--- src/rtl/mem_bus_arbiter_if.sv ---
// Bus bundle between the two requesters, the arbiter and the memory port.
// The arbiter uses the slave view; the surrounding system uses the master view.
interface mem_bus_arbiter_if #(
  parameter int unsigned DATA_SIZE = 32,
  parameter int unsigned ADDR_SIZE = 32
);
  localparam int unsigned BYTE_NUM = DATA_SIZE / 8;

  logic [ADDR_SIZE-1:0] m0_addr;
  logic [DATA_SIZE-1:0] m0_wr_data;
  logic [BYTE_NUM-1:0]  m0_byte_en;
  logic                 m0_rd_en;
  logic                 m0_wr_en;
  logic                 m0_ack;
  logic                 m0_bus_error;

  logic [ADDR_SIZE-1:0] m1_addr;
  logic [DATA_SIZE-1:0] m1_wr_data;
  logic [BYTE_NUM-1:0]  m1_byte_en;
  logic                 m1_rd_en;
  logic                 m1_wr_en;
  logic                 m1_ack;
  logic                 m1_bus_error;

  logic [DATA_SIZE-1:0] rd_data;
  logic                 grant;

  logic [ADDR_SIZE-1:0] mem_addr;
  logic [DATA_SIZE-1:0] mem_wr_data;
  logic [BYTE_NUM-1:0]  mem_byte_en;
  logic                 mem_rd_en;
  logic                 mem_wr_en;
  logic                 mem_ack;
  logic [DATA_SIZE-1:0] mem_rd_data;

  modport slave (
    input  m0_addr, m0_wr_data, m0_byte_en, m0_rd_en, m0_wr_en,
    input  m1_addr, m1_wr_data, m1_byte_en, m1_rd_en, m1_wr_en,
    output m0_ack, m0_bus_error, m1_ack, m1_bus_error, rd_data, grant,
    output mem_addr, mem_wr_data, mem_byte_en, mem_rd_en, mem_wr_en,
    input  mem_ack, mem_rd_data
  );

  modport master (
    output m0_addr, m0_wr_data, m0_byte_en, m0_rd_en, m0_wr_en,
    output m1_addr, m1_wr_data, m1_byte_en, m1_rd_en, m1_wr_en,
    input  m0_ack, m0_bus_error, m1_ack, m1_bus_error, rd_data, grant,
    input  mem_addr, mem_wr_data, mem_byte_en, mem_rd_en, mem_wr_en,
    output mem_ack, mem_rd_data
  );
endinterface

--- src/rtl/mem_bus_arbiter.sv ---
// Two-port memory bus arbiter with transaction latching and a hung-bus watchdog.
// Define MEM_ARB_ROUND_ROBIN_EN for round-robin ties; default is fixed port-0 priority.
module mem_bus_arbiter #(
  parameter int unsigned DATA_SIZE      = 32,
  parameter int unsigned ADDR_SIZE      = 32,
  parameter int unsigned TIMEOUT_CYCLES = 255
) (
  input  logic             clock,
  input  logic             reset,
  mem_bus_arbiter_if.slave bus
);
  localparam int unsigned BYTE_NUM = DATA_SIZE / 8;
  localparam bit          WD_EN    = (TIMEOUT_CYCLES != 0);
  localparam int unsigned WD_W     = WD_EN ? $clog2(TIMEOUT_CYCLES + 1) : 1;

  typedef enum logic [1:0] {IDLE, BUSY0, BUSY1} state_t;

  state_t               state;
  logic [ADDR_SIZE-1:0] addr_q;
  logic [DATA_SIZE-1:0] wr_data_q;
  logic [BYTE_NUM-1:0]  byte_en_q;
  logic                 rd_q;
  logic                 wr_q;
  logic                 grant_q;
  logic [WD_W-1:0]      wd_cnt;

  logic req0_c;
  logic req1_c;
  logic win_c;
  logic busy_c;
  logic timeout_c;
  logic done_c;
  logic sel_wr_c;

  assign req0_c = bus.m0_rd_en | bus.m0_wr_en;
  assign req1_c = bus.m1_rd_en | bus.m1_wr_en;

`ifdef MEM_ARB_ROUND_ROBIN_EN
  logic last_grant;

  // On a tie the port that was not served last wins.
  assign win_c = (req0_c && req1_c) ? ~last_grant : req1_c;
`else
  assign win_c = ~req0_c;
`endif

  // Write wins when a master raises both enables.
  assign sel_wr_c = win_c ? bus.m1_wr_en : bus.m0_wr_en;

  assign busy_c    = (state == BUSY0) || (state == BUSY1);
  assign timeout_c = WD_EN && busy_c && !bus.mem_ack
                     && (wd_cnt == WD_W'(TIMEOUT_CYCLES));
  assign done_c    = busy_c && (bus.mem_ack || timeout_c);

  always_ff @(posedge clock or posedge reset) begin
    if (reset) begin
      state     <= IDLE;
      addr_q    <= '0;
      wr_data_q <= '0;
      byte_en_q <= '0;
      rd_q      <= 1'b0;
      wr_q      <= 1'b0;
      grant_q   <= 1'b0;
      wd_cnt    <= '0;
`ifdef MEM_ARB_ROUND_ROBIN_EN
      last_grant <= 1'b1;
`endif
    end else begin
      case (state)
        IDLE: begin
          if (req0_c || req1_c) begin
            state     <= win_c ? BUSY1 : BUSY0;
            grant_q   <= win_c;
            addr_q    <= win_c ? bus.m1_addr : bus.m0_addr;
            wr_data_q <= win_c ? bus.m1_wr_data : bus.m0_wr_data;
            byte_en_q <= win_c ? bus.m1_byte_en : bus.m0_byte_en;
            wr_q      <= sel_wr_c;
            rd_q      <= ~sel_wr_c;
            wd_cnt    <= '0;
`ifdef MEM_ARB_ROUND_ROBIN_EN
            last_grant <= win_c;
`endif
          end
        end
        BUSY0, BUSY1: begin
          // Completion or watchdog expiry both end the transaction.
          if (done_c) begin
            state  <= IDLE;
            rd_q   <= 1'b0;
            wr_q   <= 1'b0;
            wd_cnt <= '0;
          end else if (WD_EN) begin
            wd_cnt <= wd_cnt + WD_W'(1);
          end
        end
        default: begin
          state <= IDLE;
          rd_q  <= 1'b0;
          wr_q  <= 1'b0;
        end
      endcase
    end
  end

  // Acknowledge is routed straight from memory to the current grantee.
  assign bus.m0_ack       = done_c && (state == BUSY0);
  assign bus.m1_ack       = done_c && (state == BUSY1);
  assign bus.m0_bus_error = timeout_c && (state == BUSY0);
  assign bus.m1_bus_error = timeout_c && (state == BUSY1);
  assign bus.rd_data      = bus.mem_rd_data;
  assign bus.grant        = grant_q;

  assign bus.mem_addr    = addr_q;
  assign bus.mem_wr_data = wr_data_q;
  assign bus.mem_byte_en = byte_en_q;
  assign bus.mem_rd_en   = rd_q;
  assign bus.mem_wr_en   = wr_q;
endmodule

--- src/flat_wrapper.sv ---
// flat-port wrapper written by rule: the top's interface ports become plain ports
module mem_bus_arbiter_flat 
#(
  parameter int unsigned DATA_SIZE      = 32,
  parameter int unsigned ADDR_SIZE      = 32,
  parameter int unsigned TIMEOUT_CYCLES = 255
)
  (clock, reset, bus_m0_addr, bus_m0_wr_data, bus_m0_byte_en, bus_m0_rd_en, bus_m0_wr_en, bus_m1_addr, bus_m1_wr_data, bus_m1_byte_en, bus_m1_rd_en, bus_m1_wr_en, bus_m0_ack, bus_m0_bus_error, bus_m1_ack, bus_m1_bus_error, bus_rd_data, bus_grant, bus_mem_addr, bus_mem_wr_data, bus_mem_byte_en, bus_mem_rd_en, bus_mem_wr_en, bus_mem_ack, bus_mem_rd_data);
  mem_bus_arbiter_if #(.DATA_SIZE(DATA_SIZE), .ADDR_SIZE(ADDR_SIZE)) bus_i ();
  input  logic clock;
  input  logic reset;
  input wire logic [$bits(bus_i.m0_addr)-1:0] bus_m0_addr;
  input wire logic [$bits(bus_i.m0_wr_data)-1:0] bus_m0_wr_data;
  input wire logic [$bits(bus_i.m0_byte_en)-1:0] bus_m0_byte_en;
  input wire logic [$bits(bus_i.m0_rd_en)-1:0] bus_m0_rd_en;
  input wire logic [$bits(bus_i.m0_wr_en)-1:0] bus_m0_wr_en;
  input wire logic [$bits(bus_i.m1_addr)-1:0] bus_m1_addr;
  input wire logic [$bits(bus_i.m1_wr_data)-1:0] bus_m1_wr_data;
  input wire logic [$bits(bus_i.m1_byte_en)-1:0] bus_m1_byte_en;
  input wire logic [$bits(bus_i.m1_rd_en)-1:0] bus_m1_rd_en;
  input wire logic [$bits(bus_i.m1_wr_en)-1:0] bus_m1_wr_en;
  output wire logic [$bits(bus_i.m0_ack)-1:0] bus_m0_ack;
  output wire logic [$bits(bus_i.m0_bus_error)-1:0] bus_m0_bus_error;
  output wire logic [$bits(bus_i.m1_ack)-1:0] bus_m1_ack;
  output wire logic [$bits(bus_i.m1_bus_error)-1:0] bus_m1_bus_error;
  output wire logic [$bits(bus_i.rd_data)-1:0] bus_rd_data;
  output wire logic [$bits(bus_i.grant)-1:0] bus_grant;
  output wire logic [$bits(bus_i.mem_addr)-1:0] bus_mem_addr;
  output wire logic [$bits(bus_i.mem_wr_data)-1:0] bus_mem_wr_data;
  output wire logic [$bits(bus_i.mem_byte_en)-1:0] bus_mem_byte_en;
  output wire logic [$bits(bus_i.mem_rd_en)-1:0] bus_mem_rd_en;
  output wire logic [$bits(bus_i.mem_wr_en)-1:0] bus_mem_wr_en;
  input wire logic [$bits(bus_i.mem_ack)-1:0] bus_mem_ack;
  input wire logic [$bits(bus_i.mem_rd_data)-1:0] bus_mem_rd_data;
  assign bus_i.m0_addr = bus_m0_addr;
  assign bus_i.m0_wr_data = bus_m0_wr_data;
  assign bus_i.m0_byte_en = bus_m0_byte_en;
  assign bus_i.m0_rd_en = bus_m0_rd_en;
  assign bus_i.m0_wr_en = bus_m0_wr_en;
  assign bus_i.m1_addr = bus_m1_addr;
  assign bus_i.m1_wr_data = bus_m1_wr_data;
  assign bus_i.m1_byte_en = bus_m1_byte_en;
  assign bus_i.m1_rd_en = bus_m1_rd_en;
  assign bus_i.m1_wr_en = bus_m1_wr_en;
  assign bus_m0_ack = bus_i.m0_ack;
  assign bus_m0_bus_error = bus_i.m0_bus_error;
  assign bus_m1_ack = bus_i.m1_ack;
  assign bus_m1_bus_error = bus_i.m1_bus_error;
  assign bus_rd_data = bus_i.rd_data;
  assign bus_grant = bus_i.grant;
  assign bus_mem_addr = bus_i.mem_addr;
  assign bus_mem_wr_data = bus_i.mem_wr_data;
  assign bus_mem_byte_en = bus_i.mem_byte_en;
  assign bus_mem_rd_en = bus_i.mem_rd_en;
  assign bus_mem_wr_en = bus_i.mem_wr_en;
  assign bus_i.mem_ack = bus_mem_ack;
  assign bus_i.mem_rd_data = bus_mem_rd_data;
  mem_bus_arbiter #(.DATA_SIZE(DATA_SIZE), .ADDR_SIZE(ADDR_SIZE), .TIMEOUT_CYCLES(TIMEOUT_CYCLES)) u_core (.clock(clock), .reset(reset), .bus(bus_i));
endmodule
--- config.mk ---
export PLATFORM = sky130hd
export DESIGN_NAME = mem_bus_arbiter_flat
export DESIGN_NICKNAME = d
export VERILOG_FILES = /design/src/rtl/mem_bus_arbiter_if.sv /design/src/rtl/mem_bus_arbiter.sv /design/src/flat_wrapper.sv
export SDC_FILE = /design/constraint.sdc
export NUM_CORES = 1
export LEC_CHECK = 0
export CORE_MARGIN = 2
export CORE_UTILIZATION = 30
export CTS_BUF_LIST = sky130_fd_sc_hd__clkbuf_2 sky130_fd_sc_hd__clkbuf_4 sky130_fd_sc_hd__clkbuf_8
export DETAILED_ROUTE_END_ITERATION = 6
export PLACE_DENSITY = 0.7
export SYNTH_ARGS = -nofsm -noshare
export SYNTH_HDL_FRONTEND = slang
export SYNTH_SLANG_ARGS = --single-unit
--- constraint.sdc ---
create_clock -name clock -period 8 [get_ports clock]
set_input_delay 2 -clock clock [delete_from_list [all_inputs] [get_ports clock]]
set_output_delay 2 -clock clock [all_outputs]
set_load 0.01 [all_outputs]
==> out/qor.yml <==
outcome:
  status: "completed"
logic_synthesis:
  ys_types: 33
  yosys-top-cells-count: "dfrtp_1 (81), nand2_1 (74), mux2i_1 (69), o21ai_0 (66), buf_4 (34)"
  synthMuxAreaShare: 0.171
  synth_edf_count: 0
  synth_top_family_by_area: "multiplexers"
  synthMostInstantiatedCell: "dfrtp_1"
  synth_fp_nets: 584
  async_reset_ff_frac: 1.00
  synth-adder-area-share: 0.0122
  syn_avg_cell_area_sq_um: 10.1
  synth_cells: 405
  synth_xor_xnor_area_share: 0.00853
  synth_area_sq_um: 4110
  synth_top_area_frac: 0.494
  synth_area_leader_cell: "dfrtp_1"
  ys_ff_latch: 81
  yosys.area_share.simple: 0.0997
  yosys_warnings: 0
  synth_compound_area_frac: 0.118
  ys_seq_area_frac: 0.494
  synth_ff_type: "dfrtp_1"
  synth_area_leaders: "dfrtp_1 (49%), mux2i_1 (17%), o21ai_0 (8.0%), nand2_1 (6.8%), buf_4 (6.2%)"
clocking:
  post_cts_buffers: 0
  cts_made_buffers: 9
  root_buffer: "clkbuf_8"
  cts_tree: "built"
  clk_pin_slew_ns: 0.08
  clk_latency_ns: 0.35
  ctsHoldBuffers: 0
  cts_max_level: 3
  cts_resized: 0
  cts_buffer_depth: 2
  cts_sinks: 81
floorplanning:
  io_pins: 282
  std_cell_rows: 42
  die_h_um: 121
  start_util: 0.309
  die-area_sq_um: 14600
  die_x_um: 121
  core_area_sq_um: 13300
timing:
  holdWs_ns: 0.480
  rsz0062_at_grt: "no"
  period_minus_slack_ns: 5.28
  finalSetupViolations: 0
  fin_ws_ns: 2.72
  slew_viol_final: 0
  finalHoldViolCount: 0
  tightest_slew_ns: 1.23
  min_period_over_period: 0.660
  fmax_mhz: 189
  fin_skew_ns: 0.00843
  final.setup.tns_ns: 0
  slew_headroom: 0.179
detailed_routing:
  drc_errors: 0
  first_iter_violations: 101
  wire_per_inst_um: 14.6
  drtPass1Iterations: 4
  via_per_inst: 4.49
  vias: 3418
  wl_um: 11100
  postRouteAntennaNets: 0
finish:
  n_antenna_cell: 0
  layout.nets: 760
  regArea_sq_um: 2030
  multi_input_area_sq_um: 1700
  area_growth_pct: 55.8
  drive_gt1_frac: 0.0444
  fillCellCount: 1202
critical_path:
  crit_type: "input port to output pin"
  rrSetupSlack_ns: 5.61
  cpPeakStageDelay_ns: 0.53
  cp_data_arrival_time_ns: 3.28
  crit_buf_inv: 2
  critPathSlowestCell: "clkdlybuf4s50_1"
  crit_path_frequent_cell: "clkdlybuf4s50_1"
  critPathTopFamily: "buffers and inverters"
  endpoint_kind: "output pin"
  path_max_fanout: 3
  r2r_end: "u_core.bus.mem_wr_data[25]"
  reg2regPathDepth: 5
  reg2reg_from: "u_core.state[0]"
  startpoint_type: "input port"
  path_cells: "clkdlybuf4s50_1, nor2b_1, and3_1, clkdlybuf4s50_1"
  cp.required_ns: 6.00
global_routing:
  met2_usage: 0.263
  grt_util_met1: 0.164
  grt.total_usage: 0.148
  busiest_layer: "met2"
  use_met3: 0.0437
  grt_pass1_wl_um: 16900
  grt_max_degree: 82
  antenna_found_initial: 0
  grt_pass1_vias: 3492
  grt_overflow: 0
placement:
  dpl.hpwl_um: 8450
  gp_congestion: 0.773
  buffer_ports.inserted: 217
  place_ws_ns: 2.70
power_and_ir_drop:
  power_leakage_nw: 2.60
  ir_drop_mv: 0.165
  power_density_nw_per_um2: 308
  power_mw: 1.97
min_path:
  hold_depth: 2
  hold_path_startpoint: "u_core.bus.mem_wr_data[5]"
  holdPathEnd: "u_core.bus.mem_wr_data[5]"
  hold_path_class: "flip-flop to flip-flop"
run:
  cap_violations: 0
==> cells by family after synthesis <==
| family | after synthesis |
|---|---|
| fa+ha+maj | 4 |
| buf+inv | 61 |
| xor+xnor | 4 |
| compound gates | 88 |
| mux | 70 |
| simple gates | 97 |
| flops | 81 |
==> through the flow <==
step	std cells	utilization	area (sq um)
global route	762	0.481	6390
floorplan	405	-	4110
CTS	762	0.481	6390
finish	762	0.481	6390
global placement	746	0.463	6160
detailed placement	746	0.463	6160
==> how the worst max path moves through the flow <==
stage	startpoint	endpoint	slack, ns	cells past startpoint
after floorplan	bus_mem_ack	bus_m0_bus_error	3.67	2
after global placement	bus_mem_ack	bus_m0_bus_error	2.74	4
after detailed placement	bus_mem_ack	bus_m1_bus_error	2.70	4
after CTS	bus_mem_ack	bus_m1_bus_error	2.71	4
after global routing	bus_mem_ack	bus_m1_bus_error	2.65	4
final	bus_mem_ack	bus_m0_bus_error	2.72	4
==> cell usage in the layout (no fill, tap or decap), types with 2 or more instances in the layout <==
cell	Yosys	final
a32o_1	2	2
nand2_1	74	74
inv_1	6	5
nand3_1	2	2
clkdlybuf4s50_1	0	217
o21ai_1	6	6
o2bb2ai_1	2	2
mux2i_1	69	69
xnor2_1	4	4
o2111ai_1	2	2
dfrtp_1	81	81
clkbuf_4	0	3
and3_1	2	2
o21ai_0	66	66
bufinv_16	0	2
nor2_1	10	9
buf_4	34	3
ha_1	4	4
clkbuf_8	0	11
nor2b_1	3	3
a21oi_1	6	6
==> where the power goes <==
part	internal (mW)	switching, mW	total, mW
registers	0.597	0.0982	0.695
clock network	0.204	0.142	0.346
logic	0.482	0.448	0.930
total	1.28	0.688	1.97
==> tightest hold or removal path: cells and delay by family (launching register included) <==
kind	cells	cell delay [ns]
flops	1	0.34
simple gates	1	0.04
compound gates	1	0.06
==> registers in the layout, indices dropped and copies added (netlist names) <==
name,flops
u_core.bus.grant,1
u_core.bus.mem_addr,32
u_core.wd_cnt,8
u_core.bus.mem_byte_en,4
u_core.bus.mem_wr_data,32
u_core.bus.mem_rd_en,1
u_core.state,2
u_core.bus.mem_wr_en,1
==> final cells by class <==
cell class                      instances  area share
Timing Repair Buffer                  220       0.343
Sequential cell                        81       0.317
Multi-Input combinational cell        263       0.265
Tap cell                              176      0.0344
Clock buffer                           14      0.0272
Clock inverter                          2     0.00939
Inverter                                6     0.00372
==> per-layer routing <==
metal | vias to the layer above | wire length, um
li1 | 1701 | -
met1 | 1538 | 4430
met2 | 161 | 5460
met3 | 18 | 1020
met4 | 0 | 194
met5 | - | 0
(Power assumes the default switching activity.)
==> variant 1: new RTL, same flow settings <==
`TIMEOUT_CYCLES` is set to 255 in 2 places; all go to 510.
--- a/src/rtl/mem_bus_arbiter.sv
+++ b/src/rtl/mem_bus_arbiter.sv
@@ -3,7 +3,7 @@
 module mem_bus_arbiter #(
   parameter int unsigned DATA_SIZE      = 32,
   parameter int unsigned ADDR_SIZE      = 32,
-  parameter int unsigned TIMEOUT_CYCLES = 255
+  parameter int unsigned TIMEOUT_CYCLES = 510
 ) (
   input  logic             clock,
   input  logic             reset,
--- a/src/flat_wrapper.sv
+++ b/src/flat_wrapper.sv
@@ -3,7 +3,7 @@
 #(
   parameter int unsigned DATA_SIZE      = 32,
   parameter int unsigned ADDR_SIZE      = 32,
-  parameter int unsigned TIMEOUT_CYCLES = 255
+  parameter int unsigned TIMEOUT_CYCLES = 510
 )
   (clock, reset, bus_m0_addr, bus_m0_wr_data, bus_m0_byte_en, bus_m0_rd_en, bus_m0_wr_en, bus_m1_addr, bus_m1_wr_data, bus_m1_byte_en, bus_m1_rd_en, bus_m1_wr_en, bus_m0_ack, bus_m0_bus_error, bus_m1_ack, bus_m1_bus_error, bus_rd_data, bus_grant, bus_mem_addr, bus_mem_wr_data, bus_mem_byte_en, bus_mem_rd_en, bus_mem_wr_en, bus_mem_ack, bus_mem_rd_data);
   mem_bus_arbiter_if #(.DATA_SIZE(DATA_SIZE), .ADDR_SIZE(ADDR_SIZE)) bus_i ();
Behaviour: no difference found for any inputs over 10 cycles, from zero or initial values and one cycle with reset high; that may be too few to reach the edited logic, so the function may still have changed.
==> variant 1 against the original RTL <==
  * Setup slack worse by 0.096 ns
  * Via count is 2.8% higher
  * Core utilization down 0.95 points
  * Sequential cell count is 1 higher
  * Area after synthesis increased by 4.1%
  * Design area rose by 2.3%
  * Total power increased by 2.0%
  * Hold slack got worse by 0.0017 ns
  * Routed wire length down 0.95%
  * Fmax shrank 1.8%
  * Critical endpoint is now bus_m1_bus_error
  * Largest cell class unchanged
==> variant 1: results (changes against the original RTL) <==
POWER AND IR DROP
-----------------------------------------------------------------------------------------------------
P_clk                                                                                          333 uW   -4%
Fraction of power consumed by combinational cells                                               48.8%   +1.6 points
Net load switching power                                                                     715.3 uW   +4.0%
Cell internal power dissipation                                                              1.294 mW   +0.89%
Highest ir drop seen on vdd                                                               0.0001261 V   -23%

LOGIC SYNTHESIS
-----------------------------------------------------------------------------------------------------
Post-synthesis share of cell area spent on full adders, half adders and majority gates         1.464%   +0.24 points
Cells after Synth                                                                                 418   +3.2%
Most common library cells after synthesis                                                dfrtp_1 (82), nand2_1 (75), mux2i_1 (69)
Main area contributors after synthesis                                                   dfrtp_1 (48%), mux2i_1 (16%), nand2_1 (6.6%)
Xor/xnor cell area share of the yosys netlist                                                      0%   -0.85 points
Syn Nets                                                                                          598   +2.4%
Synth Area in Compound Gates                                                                   13.73%   +1.9 points
Distinct cell type count after synthesis                                                           32   -3.0%

STA
-----------------------------------------------------------------------------------------------------
Min Hold Slack                                                                              0.4780 ns   -0.001666 ns
Worst-case headroom to the max-slew limit                                                      31.86%   +14 points

GRT
-----------------------------------------------------------------------------------------------------
Largest net degree at the start of global routing                                                  83   +1.2%
First-pass GRT wire length                                                                   16690 um   -1.3%
Fraction of met2 tracks used by global routing                                                 25.55%   -0.71 points
Number of global-route vias before repair                                                        3516   +0.69%
Met1 track demand over resource in global routing                                              15.46%   -0.97 points
GR met3 Demand/Resource                                                                        3.275%   -1.1 points

RUN STATUS
-----------------------------------------------------------------------------------------------------
Result of the run                                                                        complete, no violations

DETAILED ROUTING
-----------------------------------------------------------------------------------------------------
Final wirelength                                                                             11000 um   -0.95%
Met3 layer wire length in the routed design                                                    796 um   -22%
Average vias per placed instance                                                                4.508   +0.51%
Routed metal-1 wirelength                                                                     4176 um   -5.8%
Wire per inst                                                                                14.11 um   -3.1%
Met2 layer wire length in the routed design                                                   5830 um   +6.9%

PLACEMENT
-----------------------------------------------------------------------------------------------------
Post-detailed-placement cell area                                                            6322 um2   +2.6%
Placement Setup Slack                                                                        2.648 ns   -0.05643 ns
Count of placed standard cells including taps                                                     763   +2.3%

LAYOUT
-----------------------------------------------------------------------------------------------------
Fraction of final layout cells sized beyond drive strength 1                                   7.679%   +3.2 points
# nets final                                                                                      774   +1.8%

CRITICAL PATH
-----------------------------------------------------------------------------------------------------
Capturing element of the worst setup path                                                bus_m1_bus_error

HOLD PATH
-----------------------------------------------------------------------------------------------------
Worst hold endpoint                                                                      u_core.bus.mem_addr[7]$_DFFE_PP0P_

[variant 1: cell types whose count changed after synthesis, sizes merged, moves of 2 or more]
cell     delta
and3        +2
o21ai       +5
xnor2       -4
o2111ai     -2
nand2       +2
nor3        +3
nor2        -3
a21oi       -5
buf         +2
inv         +3
a22o        +6
[variant 1: worst reg2reg max path, delay by kind of cell, from the launching register on]
kind / cells / cell delay (ns)
compound gates: 1 / 0.24
fa+ha+maj: 1 / 0.30
buf+inv: 2 / 0.82
flops: 1 / 0.38
simple gates: 1 / 0.45
[variant 1: final cells by class]
cell class | instances | area (um2) | area share [%]
Multi-Input combinational cell | 271 | 1808 | 27.62
Tap cell | 180 | 225.2 | 3.441
Sequential cell | 82 | 2052 | 31.35
Inverter | 9 | 35.03 | 0.5353
Clock buffer | 11 | 145.1 | 2.218
Clock inverter | 5 | 77.57 | 1.185
Timing Repair Buffer | 221 | 2202 | 33.65
==> variant 2: new RTL, same settings <==
Without the edit above. The 3 states of `state_t` get a one-hot encoding in 3 bits.
--- a/src/rtl/mem_bus_arbiter.sv
+++ b/src/rtl/mem_bus_arbiter.sv
@@ -13,7 +13,7 @@
   localparam bit          WD_EN    = (TIMEOUT_CYCLES != 0);
   localparam int unsigned WD_W     = WD_EN ? $clog2(TIMEOUT_CYCLES + 1) : 1;
 
-  typedef enum logic [1:0] {IDLE, BUSY0, BUSY1} state_t;
+  typedef enum logic [2:0] {IDLE = 3'b001, BUSY0 = 3'b010, BUSY1 = 3'b100} state_t;
 
   state_t               state;
   logic [ADDR_SIZE-1:0] addr_q;
Check against the original RTL: same outputs for any inputs over 10 cycles, from zero or initial values and one cycle with reset high; not proved beyond that.
==> variant 2 against the original RTL <==
  * Routed wire length down 1.0%
  * Design area hardly changed
  * Critical path depth is the same
  * Setup slack got worse by 0.11 ns
  * Final cell count rose by 0.26%
  * Fmax shrank 2.1%
  * Sequential cell count rose by 1
  * Core utilization about the same
  * Area after synthesis up 0.12%
  * Critical path type unchanged
  * Clock skew down 0.0034 ns
  * Total power grew 3.1%
  * Register-to-register slack better by 0.19 ns
==> variant 2: results (changes against the original RTL) <==
DETAILED ROUTING
-----------------------------------------------------------------------------------------------------
Wire per inst                                                                                14.38 um   -1.3%
Detailed Routing Iterations Pass 1                                                                  6   +2
Final wirelength                                                                             10990 um   -1.0%
Average vias per placed instance                                                                4.634   +3.3%

GRT
-----------------------------------------------------------------------------------------------------
Number of global-route vias before repair                                                        3543   +1.5%
Gr usage total                                                                                 15.18%   +0.42 points
First-pass GRT wire length                                                                   17210 um   +1.8%
Largest net degree at the start of global routing                                                  83   +1.2%

POWER AND IR DROP
-----------------------------------------------------------------------------------------------------
Leak                                                                                         2.546 nW   -2.2%
Power consumption                                                                            2.032 mW   +3.1%
Clock group share of total power                                                                15.5%   -2.0 points
Seq pwr share                                                                                   35.1%   -0.2 points
Highest ir drop seen on vdd                                                               0.0001489 V   -9.6%
Sw frac                                                                                        36.44%   +1.5 points

PLACEMENT
-----------------------------------------------------------------------------------------------------
Post-detailed-placement cell area                                                            6187 um2   +0.43%
Sum of net half-perimeters after detailed placement                                           8101 um   -4.1%
Count of placed standard cells including taps                                                     748   +0.27%
Placement Setup Slack                                                                        2.605 ns   -0.1002 ns

LOGIC SYNTHESIS
-----------------------------------------------------------------------------------------------------
Post-synthesis share of cell area spent on full adders, half adders and majority gates        0.3044%   -0.91 points
Sequential share of the synthesized area                                                       49.95%   +0.58 points
Most common library cells after synthesis                                                dfrtp_1 (81), nor2_1 (75), a21oi_1 (72)
Mean Syn Cell Area                                                                          10.15 um2   +0.12%
Main area contributors after synthesis                                                   dfrtp_1 (49%), mux2i_1 (17%), a21oi_1 (8.8%)
Distinct cell type count after synthesis                                                           34   +3.0%
Multiplexer share of the synthesized area                                                      17.60%   +0.50 points
Xor/xnor cell area share of the yosys netlist                                                 0.2131%   -0.64 points
Syn Nets                                                                                          581   -0.51%
Synth Area in Compound Gates                                                                   12.21%   +0.41 points

CRITICAL PATH
-----------------------------------------------------------------------------------------------------
R2R Path End                                                                             u_core.bus.grant$_DFFE_PP0P_
Signal arrival time at the worst endpoint                                                     3.39 ns   +0.11 ns
Count of cells along the worst register-to-register path                                            4   -1

STA
-----------------------------------------------------------------------------------------------------
Clock tree skew after final layout                                                        0.005026 ns   -0.003404 ns
Min Hold Slack                                                                              0.4711 ns   -0.008481 ns
Worst-case headroom to the max-slew limit                                                      29.42%   +12 points

LAYOUT
-----------------------------------------------------------------------------------------------------
Fraction of final layout cells sized beyond drive strength 1                                   5.102%   +0.67 points
# nets final                                                                                      759   -0.13%
Fill cell total of the finished layout                                                           1256   +4.5%
Area taken by multi-input logic gates                                                        1692 um2   -0.22%

HOLD PATH
-----------------------------------------------------------------------------------------------------
Launch point of the worst hold path                                                      u_core.wd_cnt[7]$_DFFE_PP0P_
Worst hold endpoint                                                                      u_core.wd_cnt[7]$_DFFE_PP0P_
Number of stages on the worst hold path                                                             1   -1

FLOORPLANNING
-----------------------------------------------------------------------------------------------------
Floorplan die width                                                                          121.1 um   about the same

RUN STATUS
-----------------------------------------------------------------------------------------------------
Result of the run                                                                        complete, no violations

CLOCKING
-----------------------------------------------------------------------------------------------------
Worst skew pair latency                                                                       0.37 ns   +0.02 ns

variant 2: worst max path at each step:
stage                            end  slack (ns)  cells after the start
CTS                       bus_m0_ack        2.60                      4
floorplan           bus_m0_bus_error        3.70                      1
finish                    bus_m0_ack        2.61                      4
global route              bus_m0_ack        2.52                      4
detailed placement        bus_m0_ack        2.60                      4
global placement          bus_m1_ack        2.62                      4
variant 2: area by class of cell:
class,instances,area share [%]
timing repair buffer,222,34.55
sequential,82,32.10
multi-input combinational,265,26.45
tap,176,3.443
clock buffer,12,2.484
clock inverter,4,0.7825
inverter,3,0.1956
variant 2: worst max-delay path, stage by stage:
cell and delay, ns:
clkdlybuf4s50_1 0.62, a21oi_1 0.12, nor2_1 0.11, clkdlybuf4s50_1 0.54
variant 2: per-layer routing:
metal | up-vias | global-route usage (%) | part of all wire (%)
li1 | 1726 | - | -
met1 | 1622 | 17.27 | 40
met2 | 161 | 24.61 | 48
met3 | 31 | 5.310 | 9.2
met4 | 0 | 8.794 | 3.3
met5 | - | 0 | 0
